**src/rtl/jk_ctrl_pkg.sv**
```systemverilog
// Shared state encoding, JK command codes and the expected-q helper for jk_cmd_arbiter.
package jk_ctrl_pkg;

  typedef enum logic [1:0] {
    IDLE  = 2'd0,
    DRIVE = 2'd1,
    CHECK = 2'd2,
    RESP  = 2'd3
  } state_t;

  localparam logic [1:0] CMD_HOLD   = 2'b00;
  localparam logic [1:0] CMD_RESET  = 2'b01;
  localparam logic [1:0] CMD_SET    = 2'b10;
  localparam logic [1:0] CMD_TOGGLE = 2'b11;

  function automatic logic jk_expect(input logic [1:0] cmd, input logic q_now);
    logic v;
    case (cmd)
      CMD_HOLD:   v = q_now;
      CMD_RESET:  v = 1'b0;
      CMD_SET:    v = 1'b1;
      default:    v = ~q_now;
    endcase
    return v;
  endfunction

endpackage

```
**src/rtl/rr_arbiter.sv**
```systemverilog
// Combinational round-robin picker: first request at or after i_ptr, scanning upward with wrap.
module rr_arbiter #(
  parameter int NREQ = 4,
  parameter int IDW  = 2
) (
  input  logic [NREQ-1:0] i_req,
  input  logic [IDW-1:0]  i_ptr,
  input  logic            i_en,
  output logic [NREQ-1:0] o_grant,
  output logic [IDW-1:0]  o_id
);

  logic           w_found;
  logic [IDW-1:0] w_cand;

  function automatic logic [IDW-1:0] wrap_add(input logic [IDW-1:0] base, input int off);
    int s;
    s = int'(base) + off;
    if (s >= NREQ) s = s - NREQ;
    return s[IDW-1:0];
  endfunction

  always_comb begin
    o_grant = '0;
    o_id    = '0;
    w_found = 1'b0;
    w_cand  = '0;
    for (int i = 0; i < NREQ; i++) begin
      w_cand = wrap_add(i_ptr, i);
      if (i_en && !w_found && i_req[w_cand]) begin
        o_grant[w_cand] = 1'b1;
        o_id            = w_cand;
        w_found         = 1'b1;
      end
    end
  end

endmodule

```
**src/rtl/jk_cmd_arbiter.sv**
```systemverilog
// Round-robin owner of a JK flip-flop bank: grant, drive j/k for one edge, read back q, respond.
// JK_CHECK_EN builds the expected-value comparison; without it rsp_ok is tied high.
module jk_cmd_arbiter
  import jk_ctrl_pkg::*;
#(
  parameter int NREQ = 4,
  parameter int NFF  = 8,
  parameter int IDXW = 3,
  parameter int IDW  = 2
) (
  input  logic                 clk,
  input  logic                 rst,
  input  logic [NREQ-1:0]      req_valid,
  input  logic [2*NREQ-1:0]    req_cmd,
  input  logic [IDXW*NREQ-1:0] req_idx,
  output logic [NREQ-1:0]      req_ready,
  output logic [NFF-1:0]       j,
  output logic [NFF-1:0]       k,
  input  logic [NFF-1:0]       q,
  output logic                 rsp_valid,
  output logic [IDW-1:0]       rsp_id,
  output logic                 rsp_q,
  output logic                 rsp_ok
);

  state_t          r_state;
  logic [IDW-1:0]  r_rr_ptr;
  logic [IDW-1:0]  r_id;
  logic [IDXW-1:0] r_idx;

  logic [1:0]      w_cmd_arr [NREQ];
  logic [IDXW-1:0] w_idx_arr [NREQ];
  logic [NREQ-1:0] w_grant;
  logic [IDW-1:0]  w_id;
  logic [IDW-1:0]  w_next_ptr;
  logic            w_en;
  logic            w_xfer;
  logic [1:0]      w_sel_cmd;
  logic [IDXW-1:0] w_sel_idx;
  logic [NFF-1:0]  w_sel_mask;
  logic            w_chk_q;

  // One-hot select of a bank bit; an out-of-range index yields all zeros.
  function automatic logic [NFF-1:0] bit_at(input logic [IDXW-1:0] ix);
    logic [NFF-1:0] v;
    v = '0;
    for (int b = 0; b < NFF; b++) begin
      if (int'(ix) == b) v[b] = 1'b1;
    end
    return v;
  endfunction

  for (genvar g = 0; g < NREQ; g++) begin : g_unpack
    assign w_cmd_arr[g] = req_cmd[2*g +: 2];
    assign w_idx_arr[g] = req_idx[IDXW*g +: IDXW];
  end

  assign w_en = (r_state == IDLE) && !rst;

  rr_arbiter #(
    .NREQ (NREQ),
    .IDW  (IDW)
  ) u_arb (
    .i_req   (req_valid),
    .i_ptr   (r_rr_ptr),
    .i_en    (w_en),
    .o_grant (w_grant),
    .o_id    (w_id)
  );

  assign req_ready  = w_grant;
  assign w_xfer     = |w_grant;
  assign w_sel_cmd  = w_cmd_arr[w_id];
  assign w_sel_idx  = w_idx_arr[w_id];
  assign w_sel_mask = bit_at(w_sel_idx);
  assign w_chk_q    = |(q & bit_at(r_idx));
  assign w_next_ptr = (w_id == IDW'(NREQ - 1)) ? '0 : w_id + 1'b1;

`ifdef JK_CHECK_EN
  logic r_expect;
  logic w_chk_in_range;
  logic w_sel_q;

  assign w_sel_q        = |(q & w_sel_mask);
  assign w_chk_in_range = |bit_at(r_idx);

  always_ff @(posedge clk or posedge rst) begin
    if (rst) begin
      r_expect <= 1'b0;
      rsp_ok   <= 1'b0;
    end else if (r_state == IDLE && w_xfer) begin
      r_expect <= jk_expect(w_sel_cmd, w_sel_q);
    end else if (r_state == CHECK) begin
      rsp_ok <= w_chk_in_range && (w_chk_q == r_expect);
    end
  end
`else
  assign rsp_ok = 1'b1;
`endif

  always_ff @(posedge clk or posedge rst) begin
    if (rst) begin
      r_state   <= IDLE;
      r_rr_ptr  <= '0;
      r_id      <= '0;
      r_idx     <= '0;
      j         <= '0;
      k         <= '0;
      rsp_valid <= 1'b0;
      rsp_id    <= '0;
      rsp_q     <= 1'b0;
    end else begin
      case (r_state)
        IDLE: begin
          if (w_xfer) begin
            r_id     <= w_id;
            r_idx    <= w_sel_idx;
            r_rr_ptr <= w_next_ptr;
            j        <= w_sel_cmd[1] ? w_sel_mask : '0;
            k        <= w_sel_cmd[0] ? w_sel_mask : '0;
            r_state  <= DRIVE;
          end
        end
        DRIVE: begin
          j       <= '0;
          k       <= '0;
          r_state <= CHECK;
        end
        CHECK: begin
          rsp_q     <= w_chk_q;
          rsp_id    <= r_id;
          rsp_valid <= 1'b1;
          r_state   <= RESP;
        end
        RESP: begin
          rsp_valid <= 1'b0;
          r_state   <= IDLE;
        end
        default: r_state <= IDLE;
      endcase
    end
  end

endmodule

```
**config.mk**
```make
export PLATFORM = sky130hd
export DESIGN_NAME = jk_cmd_arbiter
export DESIGN_NICKNAME = d
export VERILOG_FILES = /design/src/rtl/jk_ctrl_pkg.sv /design/src/rtl/rr_arbiter.sv /design/src/rtl/jk_cmd_arbiter.sv
export SDC_FILE = /design/constraint.sdc
export NUM_CORES = 1
export LEC_CHECK = 0
export BUFFER_PORTS_ARGS = -buffer_cell sky130_fd_sc_hd__buf_2
export CAP_MARGIN = 40
export CORE_UTILIZATION = 45
export CTS_CLUSTER_DIAMETER = 200
export DETAILED_ROUTE_END_ITERATION = 7
export PLACE_DENSITY = 0.71
export REMOVE_ABC_BUFFERS = 1
export SYNTH_ARGS = -nofsm -noshare
export SYNTH_HDL_FRONTEND = slang
export SYNTH_SLANG_ARGS = --single-unit
```
**constraint.sdc**
```tcl
create_clock -name clk -period 5.85 [get_ports clk]
set_clock_uncertainty 0.05 [all_clocks]
set_input_delay 0.585 -clock clk [delete_from_list [all_inputs] [get_ports clk]]
set_output_delay 0.585 -clock clk [all_outputs]
set_load 0.01 [all_outputs]
```
### Word-level counts from Yosys, hierarchy flattened

Cells that the tools add are included.

* flip-flop bits (word level): 29
* bits of input ports: 34
* output and inout port bits: 25
* logic and storage cells: 142

* add/subtract/negate cells: 8
* $lt $le $gt $ge: 13
* equal/unequal tests: 19
* multiplexer cells: 63
* bitwise operators: 5
* reductions and logical operators: 25

Operators by type and width (number)
* two-way mux 8 bit: 4
* case mux 8 bit (2 select lines): 2
* two-way mux 1 bit: 27
* == test 3 bit, second input constant: 8
* two-way mux 2 bit: 12
* two-way mux 4 bit: 4
* == test 3 x 2 -> 1 bit, second input constant: 4
* greater-or-equal comparator 3 bit, second input constant: 4
* logical AND 1 bit: 12
* less-than comparator 2 x 3 -> 1 bit, second input constant: 4
* bitwise OR 4 bit: 3
* bitwise AND 8 bit: 1
* binary-select mux 1 bit (select 2 bit): 4
* demux 1 bit (select 2 bit): 4
* greater-or-equal comparator 2 x 1 -> 1 bit, second input constant: 4
* case mux 2 bit (4 select lines): 1
* OR reduction 8 bit: 1
* subtractor 2 x 1 -> 2 bit, second input constant: 4
* adder 2 x 2 -> 3 bit, second input constant: 2
* binary-select mux 3 bit (select 2 bit): 1
* == test 2 bit, second input constant: 3
* == test 3 x 1 -> 1 bit, second input constant: 2
* zero test 3 bit: 2
* two-way mux 3 bit: 2
* other kinds (13): 18

### Logic depth before layout (Yosys ltp)

Gate-level depths: netlist of run 1.

* depth in word-level cells: 27
* gate-level depth with buffers: 13
* mapped depth without buffers: 10

### Hierarchy

Synthesis of run 1 repeated with hierarchy kept, for this count alone.

* cells, all modules: 177
* area, all modules: 2005.7 µm²

By module, submodules not included
* jk_cmd_arbiter: instances 1, cells an instance 114, area each 1473.9 µm², seq. area each 725.7 µm²
* rr_arbiter: instances 1, cells an instance 63, area each 531.8 µm², seq. area each 0.0 µm²

### Worst setup path after synthesis of run 1

Ideal clock, no wire load.

* kind: reg-to-reg
* from: register r_rr_ptr[0]
* to: register k[2]
* library setup time: 0.067 ns
* arrival: 2.950 ns
* data required time: 5.733 ns
* path slack: 2.783 ns
* cell stages (with the launch flop): 14
* path buffers: 3
* clock period less this slack: 3.067 ns
* cells stage by stage: dfrtp_1 -> buf_6 -> inv_1 -> ha_1 -> clkbuf_1 -> mux4_2 -> inv_1 -> o21ai_1 -> a211o_1 -> buf_6 -> mux2i_1 -> mux2_2 -> nor3_1 -> a22o_1

* longest elaborated chain between the ends: 27
* elaborated cells on any way between the ends: 82
* classes of those cells: add/sub (7); order compare (12); eq/ne (2); mux (41); bitwise (4); reduce/logical (16)

RTL lines
* from (decl): line jk_cmd_arbiter.sv:27 `logic [IDW-1:0] r_rr_ptr;`
* from (signal assigned): line jk_cmd_arbiter.sv:118 `r_rr_ptr <= w_next_ptr;`
* greater-or-equal comparator 2 x 3 -> 1 bit / subtractor 2 x 1 -> 2 bit (equally long branches): line rr_arbiter.sv:19 `if (s >= NREQ) s = s - NREQ;`
* two-way mux 2 bit: line rr_arbiter.sv:19
* binary-select mux 1 bit (select 2 bit): line rr_arbiter.sv:30 `if (i_en && !w_found && i_req[w_cand]) begin`
* two-way mux 1 bit (implied by the code): line rr_arbiter.sv:30
* logical AND 1 bit: line rr_arbiter.sv:30
* two-way mux 1 bit: line rr_arbiter.sv:30
* zero test 1 bit: line rr_arbiter.sv:30
* logical AND 1 bit (2 in a row): line rr_arbiter.sv:30
* [... 9 more ...]
* NOT 2 -> 3 bit (implied by the code): line jk_cmd_arbiter.sv:73, jk_cmd_arbiter.sv:74
* binary-select mux 3 bit (select 2 bit): line jk_cmd_arbiter.sv:74 `assign w_sel_idx = w_idx_arr[w_id];`
* two-way mux 3 bit (implied by the code) (2 in a row): line jk_cmd_arbiter.sv:74
* == test 3 bit: line jk_cmd_arbiter.sv:48 `if (int'(ix) == b) v[b] = 1'b1;`
* two-way mux 1 bit: line jk_cmd_arbiter.sv:48
* two-way mux 8 bit: line jk_cmd_arbiter.sv:120 `k <= w_sel_cmd[0] ? w_sel_mask : '0;`
* two-way mux 8 bit: line jk_cmd_arbiter.sv:115 `if (w_xfer) begin`
* case mux 8 bit (2 select lines): line jk_cmd_arbiter.sv:113 `case (r_state)`
* to (signal assigned): line jk_cmd_arbiter.sv:120
* to (decl): line jk_cmd_arbiter.sv:18 `output logic [NFF-1:0] k,`

Parallel ways exist; a longest one is shown, timed or not. The select of a mux whose other input is x is not followed.
A chain may end at the register's enable or synchronous reset.

### Worst setup path after layout of run 1

* from: register r_rr_ptr[0]
* to: register k[6]

* longest elaborated chain between the ends: 27
* elaborated cells on any way between the ends: 82
* classes of those cells: add/sub (7); order compare (12); eq/ne (2); mux (41); bitwise (4); reduce/logical (16)

RTL lines (line)
* greater-or-equal comparator 2 x 3 -> 1 bit / subtractor 2 x 1 -> 2 bit (equally long branches): rr_arbiter.sv:19
* two-way mux 2 bit: rr_arbiter.sv:19
* binary-select mux 1 bit (select 2 bit): rr_arbiter.sv:30
* two-way mux 1 bit (implied by the code): rr_arbiter.sv:30
* logical AND 1 bit: rr_arbiter.sv:30
* two-way mux 1 bit: rr_arbiter.sv:30
* zero test 1 bit: rr_arbiter.sv:30
* logical AND 1 bit (2 in a row): rr_arbiter.sv:30
* [... 9 more ...]
* NOT 2 -> 3 bit (implied by the code): jk_cmd_arbiter.sv:73, jk_cmd_arbiter.sv:74
* binary-select mux 3 bit (select 2 bit): jk_cmd_arbiter.sv:74
* two-way mux 3 bit (implied by the code) (2 in a row): jk_cmd_arbiter.sv:74
* == test 3 x 2 -> 1 bit: jk_cmd_arbiter.sv:48
* two-way mux 1 bit: jk_cmd_arbiter.sv:48
* two-way mux 8 bit: jk_cmd_arbiter.sv:120
* two-way mux 8 bit: jk_cmd_arbiter.sv:115
* case mux 8 bit (2 select lines): jk_cmd_arbiter.sv:113

Parallel ways exist; a longest one is shown, timed or not. The select of a mux whose other input is x is not followed.

==> impl_metrics.ini, run 1 <==
[synth]
synth_top_area_share = 0.371
ys_seq_area_frac = 0.371
yosys-top-cells-area = dfrtp_1 (37%), mux2i_1 (8.7%), a22o_1 (7.2%)
syn_inst = 175
synth_seq_cells = 29
synth_edf_count = 0
yosysUniqueCellTypes = 41
synthFlopType = dfrtp_1
syn-cell-area_sq_um = 1960
synth_top_cell_by_area = dfrtp_1
avgSynthCellArea_sq_um = 11.2
synthArstFlopShare = 1.00
ys.warnings.count = 0

[cells_and_area]
layout_commonest_cell = buf_2
final_cell_mix = buf_2 (57), dfrtp_1 (29), mux2i_1 (17), a22o_1 (16), o21ai_1 (10)
diodes = 0
final_cells = 282
fillers = 374
final_nets = 274
seqCellArea_sq_um = 726
layout-drive-gt1-share = 0.405
synthToLayoutAreaGrowth_pct = 21.6
multi_input_area_sq_um = 1140

[power_and_ir_drop]
pwr-share-comb = 0.463
fin_total_pwr_uw = 958
switching_share = 0.390
p_int_uw = 584
power_density_nw_per_um2 = 402
clkPwrFrac = 0.224
switchingPower_uw = 374
power_frac_seq = 0.313
ir_drop_mv = 0.215
leakagePower_uw = 0.00124

[placed_design]
dpl.cell_count = 274
preCtsSetupSlack_ns = 2.08
place_congestion = 0.806
hpwlAfterDp_mm = 3.22
port_buffers = 57

[global_route]
gr-total-overflow = 0
grt_start_max_net_pins = 17
track_usage = 0.205
grt_pass1_vias = 1464
antenna_found_initial = 0
grt_pass1_wl_mm = 6.82

[clock_tree]
cts_tree = built
cts_resized = 0
clockBufferDepth = 2
post_cts_buffers = 0
cts_hold_buffers = 0
cts-buffers-inserted = 5
root_buffer = clkbuf_8
clkTransAtPathRegs_ns = 0.06
cts.sinks = 29
clk_latency_ns = 0.28
ctsHtreeMaxLevel = 2

[route]
drcViolationCount = 0
routed_wl_mm = 4.22
first_pass_iters = 4
wl_per_cell_microns = 15.0
vias_per_cell = 5.45
antenna_left = 0
num_vias = 1538
drtIter0Drc = 59

[critical_path]
slowest_delay_ns = 0.62
critPathMostFrequentCell = mux2i_1
start_kind = flop
crit_fanout = 12
path_cells = inv_1 -> ha_1 -> mux2i_1 -> o22ai_4 -> o2bb2ai_1 -> o21ai_2 -> mux2i_1 -> mux2_2 -> nor2b_1 -> a22o_1
cp.buffers_inverters = 1
worstSetupPathDepth = 10
path_delay_family = compound AO/OA/AOI/OAI gates
endpoint_kind = flop
slowest_stage = o21ai_2
crit_type = flop to flop
cp.required_ns = 6.02
cp_data_arrival_time_ns = 3.96
reg2reg_depth = 10

[sta]
worst_pin_slew_ns = 0.768
tns_ns = 0
rsz0062_at_grt = false
max_freq_mhz = 264
maxSlewHeadroom = 0.488
final-setup-viol-count = 0
worst_slack_ns = 2.06
fin_crit_ns = 3.79
period_share = 0.647
hold_viol_final = 0
whs_ns = 0.324
drv_slew = 0

[die]
dieArea_sq_um = 4620
io_pins = 59
std_cell_rows = 23
core-area_sq_um = 4090
die_h_microns = 68.0
start_util = 0.479
fp.dieW_microns = 68.0

[status]
status = completed

[min_path]
holdCritPathClass = input pin to async pin

[job]
max-cap-violations = 0
-- stage by stage --
step	cell area [sq um]	utilization
CTS	2380	0.583
floorplan	1890	-
detailed placement	2260	0.554
finish	2380	0.583
global route	2380	0.583
global placement	2240	0.547
-- final timing paths --
kind | to | slack [ns] | startpoint
setup reg to reg | k[6]$_DFFE_PP0P_ | 2.06 | r_rr_ptr[0]$_DFFE_PP0P_
setup / recovery | k[6]$_DFFE_PP0P_ | 2.06 | r_rr_ptr[0]$_DFFE_PP0P_
hold / removal | r_id[1]$_DFFE_PP0P_ | 0.32 | rst
min in group clk | r_id[0]$_DFFE_PP0P_ | 0.44 | r_id[0]$_DFFE_PP0P_
hold reg to reg | r_id[0]$_DFFE_PP0P_ | 0.44 | r_id[0]$_DFFE_PP0P_
max in group asynchronous | j[3]$_DFFE_PP0P_ | 4.94 | rst
-- registers in the layout (all words and copies together), names as in the netlist --
register,cells
r_rr_ptr,2
r_state,2
r_id,2
rsp_id,2
r_idx,3
rsp_q,1
j,8
k,8
rsp_valid,1
-- cells by family (layout without fill, tap and decap cells) --
kind of cell / Yosys count / after routing / synth area share
AO/OA/AOI/OAI: 46 / 46 / 0.193
AND/OR/NAND/NOR: 42 / 42 / 0.128
multiplexers: 31 / 31 / 0.196
flip-flops: 29 / 29 / 0.371
buffers and inverters: 16 / 73 / 0.0486
adder cells (fa/ha/maj): 9 / 9 / 0.0575
other: 1 / 1 / 0.00192
XOR/XNOR: 1 / 1 / 0.00447
-- synthesized netlist by cell type, types with 2 or more instances --
| cell type | number |
|---|---|
| nor3_2 | 3 |
| buf_6 | 4 |
| nand2b_1 | 2 |
| mux2i_1 | 17 |
| a21oi_1 | 4 |
| mux4_2 | 5 |
| ha_1 | 9 |
| nor2_1 | 6 |
| a22o_1 | 16 |
| nand2_1 | 8 |
| nor2b_1 | 8 |
| mux2_2 | 8 |
| o21ai_1 | 10 |
| nand3_1 | 8 |
| dfrtp_1 | 29 |
| clkbuf_1 | 3 |
| o211ai_2 | 4 |
| a22oi_1 | 3 |
| inv_1 | 6 |
-- power by group through the flow --
stage / Clock [uW] / Combinational, uW / Sequential, uW
4_1_cts: 216 / 447 / 302
5_1_grt: 226 / 493 / 309
3_5_place_dp: 0 / 446 / 303
3_3_place_gp: 0 / 437 / 304
6_report: 214 / 444 / 300
2_1_floorplan: 0 / 312 / 312
-- cell type report --
cell class                 instances  share of cell area
clock buffer                       7              0.0363
clock inverter                     1              0.0126
inverter                           7              0.0110
multi-input combinational        130               0.478
sequential                        29               0.305
tap                               50              0.0263
timing repair buffer              58               0.131
-- routing by layer --
layer,track usage,wire length [microns],vias up
met3,0.0600,216,11
met4,0.0911,102,0
met1,0.251,1880,721
met5,0,0,-
li1,-,-,757
met2,0.332,2020,49
-- worst register-to-register path, stage by stage, from the launching register on --
cell	delay, ns
dfrtp_1	0.60
inv_1	0.19
ha_1	0.48
mux2i_1	0.34
o22ai_4	0.16
o2bb2ai_1	0.17
o21ai_2	0.62
mux2i_1	0.26
mux2_2	0.23
nor2b_1	0.41
a22o_1	0.20
(Power assumes the default switching activity.)
==> inputs of run 2 (changes only) <==
--- a/config.mk
+++ b/config.mk
@@ -10,7 +10,7 @@
 export CORE_UTILIZATION = 45
 export CTS_CLUSTER_DIAMETER = 200
 export DETAILED_ROUTE_END_ITERATION = 7
-export PLACE_DENSITY = 0.71
+export PLACE_DENSITY = 0.74
 export REMOVE_ABC_BUFFERS = 1
 export SYNTH_ARGS = -nofsm -noshare
 export SYNTH_HDL_FRONTEND = slang
==> constraint.sdc (replaced) <==
create_clock -name clk -period 3.15 [get_ports clk]
set_clock_uncertainty 0.05 [all_clocks]
set_input_delay 0.315 -clock clk [delete_from_list [all_inputs] [get_ports clk]]
set_output_delay 0.315 -clock clk [all_outputs]
set_load 0.01 [all_outputs]
==> impl_metrics.ini, run 2 (synthesized netlist as in run 1, its figures left out) <==
[status]
status = completed

[sta]
period_share = 0.960
worst_pin_slew_ns = 0.564
hold_viol_final = 0
max_freq_mhz = 331
drv_slew = 0
fin_crit_ns = 3.02
worst_slack_ns = 0.125
rsz0062_at_grt = true
final-setup-viol-count = 0
maxSlewHeadroom = 0.624

[route]
antenna_left = 0
drtIter0Drc = 73
vias_per_cell = 5.54
first_pass_iters = 4
wl_per_cell_microns = 14.3
drcViolationCount = 0
routed_wl_mm = 4.14
num_vias = 1601

[cells_and_area]
layout_commonest_cell = buf_2
final_cell_mix = buf_2 (57), dfrtp_1 (29), mux2i_1 (17), a22o_1 (16), o21ai_1 (10)
diodes = 0
fin_area_sq_um = 2420
final_nets = 282
reg_top3 = j x8, k x8, r_idx x3
layout-drive-gt1-share = 0.427
synthToLayoutAreaGrowth_pct = 23.4

[global_route]
grt_pass1_vias = 1511
gr-total-overflow = 0
track_usage = 0.195
grt_start_max_net_pins = 18
grt_pass1_wl_mm = 6.67
antenna_found_initial = 0

[clock_tree]
cts.sinks = 29
clk_latency_ns = 0.28
ctsHtreeMaxLevel = 2
root_buffer = clkbuf_8
cts_tree = built
clkTransAtPathRegs_ns = 0.06
cts-buffers-inserted = 5
clockBufferDepth = 2

[power_and_ir_drop]
ir_drop_mv = 0.395
fin_total_pwr_uw = 1720
leakagePower_uw = 0.00127
power_density_nw_per_um2 = 712

[placed_design]
place_area_sq_um = 2320
hpwlAfterDp_mm = 3.26
place_congestion = 0.835
port_buffers = 57
preCtsSetupSlack_ns = 0.0614

[critical_path]
crit_fanout = 9
slowest_stage = a211o_1
cp.required_ns = 3.31
endpoint_kind = flop
crit_type = flop to flop
start_kind = flop
path_cells = inv_2 -> ha_1 -> mux4_2 -> inv_1 -> o21ai_1 -> a211o_1 -> mux2i_1 -> mux2_2 -> nor3_2 -> a22o_1
path_delay_family = multiplexers
cp.buffers_inverters = 2
cp_data_arrival_time_ns = 3.19
slowest_delay_ns = 0.45

[die]
die_h_microns = 68.0
core-area_sq_um = 4090
start_util = 0.479
std_cell_rows = 23
dieArea_sq_um = 4620
fp.dieW_microns = 68.0
io_pins = 59

[job]
max-cap-violations = 0

[min_path]
holdCritPathClass = input pin to async pin
-- run 2: cell types whose count changed in the layout (fill, tap and decap cells not counted) --
| cell | change |
|---|---|
| nor3_2 | +1 |
| bufinv_16 | -1 |
| nor3_1 | -1 |
| buf_4 | +8 |
-- run 2: worst paths after layout --
kind | startpoint | endpoint | slack [ns] | depth (start not counted)
min reg2reg | rsp_valid$_DFFE_PP0P_ | rsp_valid$_DFFE_PP0P_ | 0.44 | 2
min in group clk | rsp_valid$_DFFE_PP0P_ | rsp_valid$_DFFE_PP0P_ | 0.44 | 2
max in group asynchronous | rst | j[7]$_DFFE_PP0P_ | 2.53 | 3
min | rst | rsp_id[0]$_DFFE_PP0P_ | 0.05 | 2
max | r_rr_ptr[1]$_DFFE_PP0P_ | j[2]$_DFFE_PP0P_ | 0.13 | 10
max reg2reg | r_rr_ptr[1]$_DFFE_PP0P_ | j[2]$_DFFE_PP0P_ | 0.13 | 10
-- run 2: report_power, final --
part	leakage [uW]	internal (uW)	total (uW)	switching, uW
clock	0.0000443	173	305	132
combinational	0.000837	381	870	489
sequential	0.000384	477	545	67.8
total	0.00127	1030	1720	689
-- run 2: per-stage QoR --
stage | setup TNS [ns] | cells | utilization | hold WS (ns)
global route | -0.395 | 289 | 0.591 | 0.0865
floorplan | -0.572 | 166 | - | 0.343
finish | 0 | 289 | 0.591 | 0.0459
global placement | 0 | 280 | 0.560 | 0.431
CTS | 0 | 288 | 0.588 | 0.0668
detailed placement | 0 | 281 | 0.567 | 0.366
-- run 2: repair_timing --
action	CTS	global route
buffers inserted	0	1
endpoints found under the setup margin	0	16
hold buffers	0	0
resized for setup	0	1
-- run 2: layout make-up --
| type | instances | area (sq um) |
|---|---|---|
| clock buffers | 7 | 86.3 |
| fillers | 357 | 1670 |
| inverters | 7 | 26.3 |
| multi-input cells | 130 | 1140 |
| flip-flops and latches | 29 | 726 |
| well taps | 50 | 62.6 |
| repair buffers | 66 | 373 |
-- run 2: worst reg2reg max path: stages (launching register included) --
cell,delay [ns]
dfrtp_1,0.36
inv_2,0.06
ha_1,0.40
mux4_2,0.35
inv_1,0.15
o21ai_1,0.09
a211o_1,0.45
mux2i_1,0.20
mux2_2,0.33
nor3_2,0.32
a22o_1,0.19
-- run 2: layer usage --
layer / vias to the layer above / part of all wire / GRT usage
li1: 772 / - / -
met1: 771 / 0.46 / 0.261
met2: 56 / 0.48 / 0.309
met3: 2 / 0.053 / 0.0433
met4: 0 / 0.0051 / 0.0651
met5: - / 0 / 0
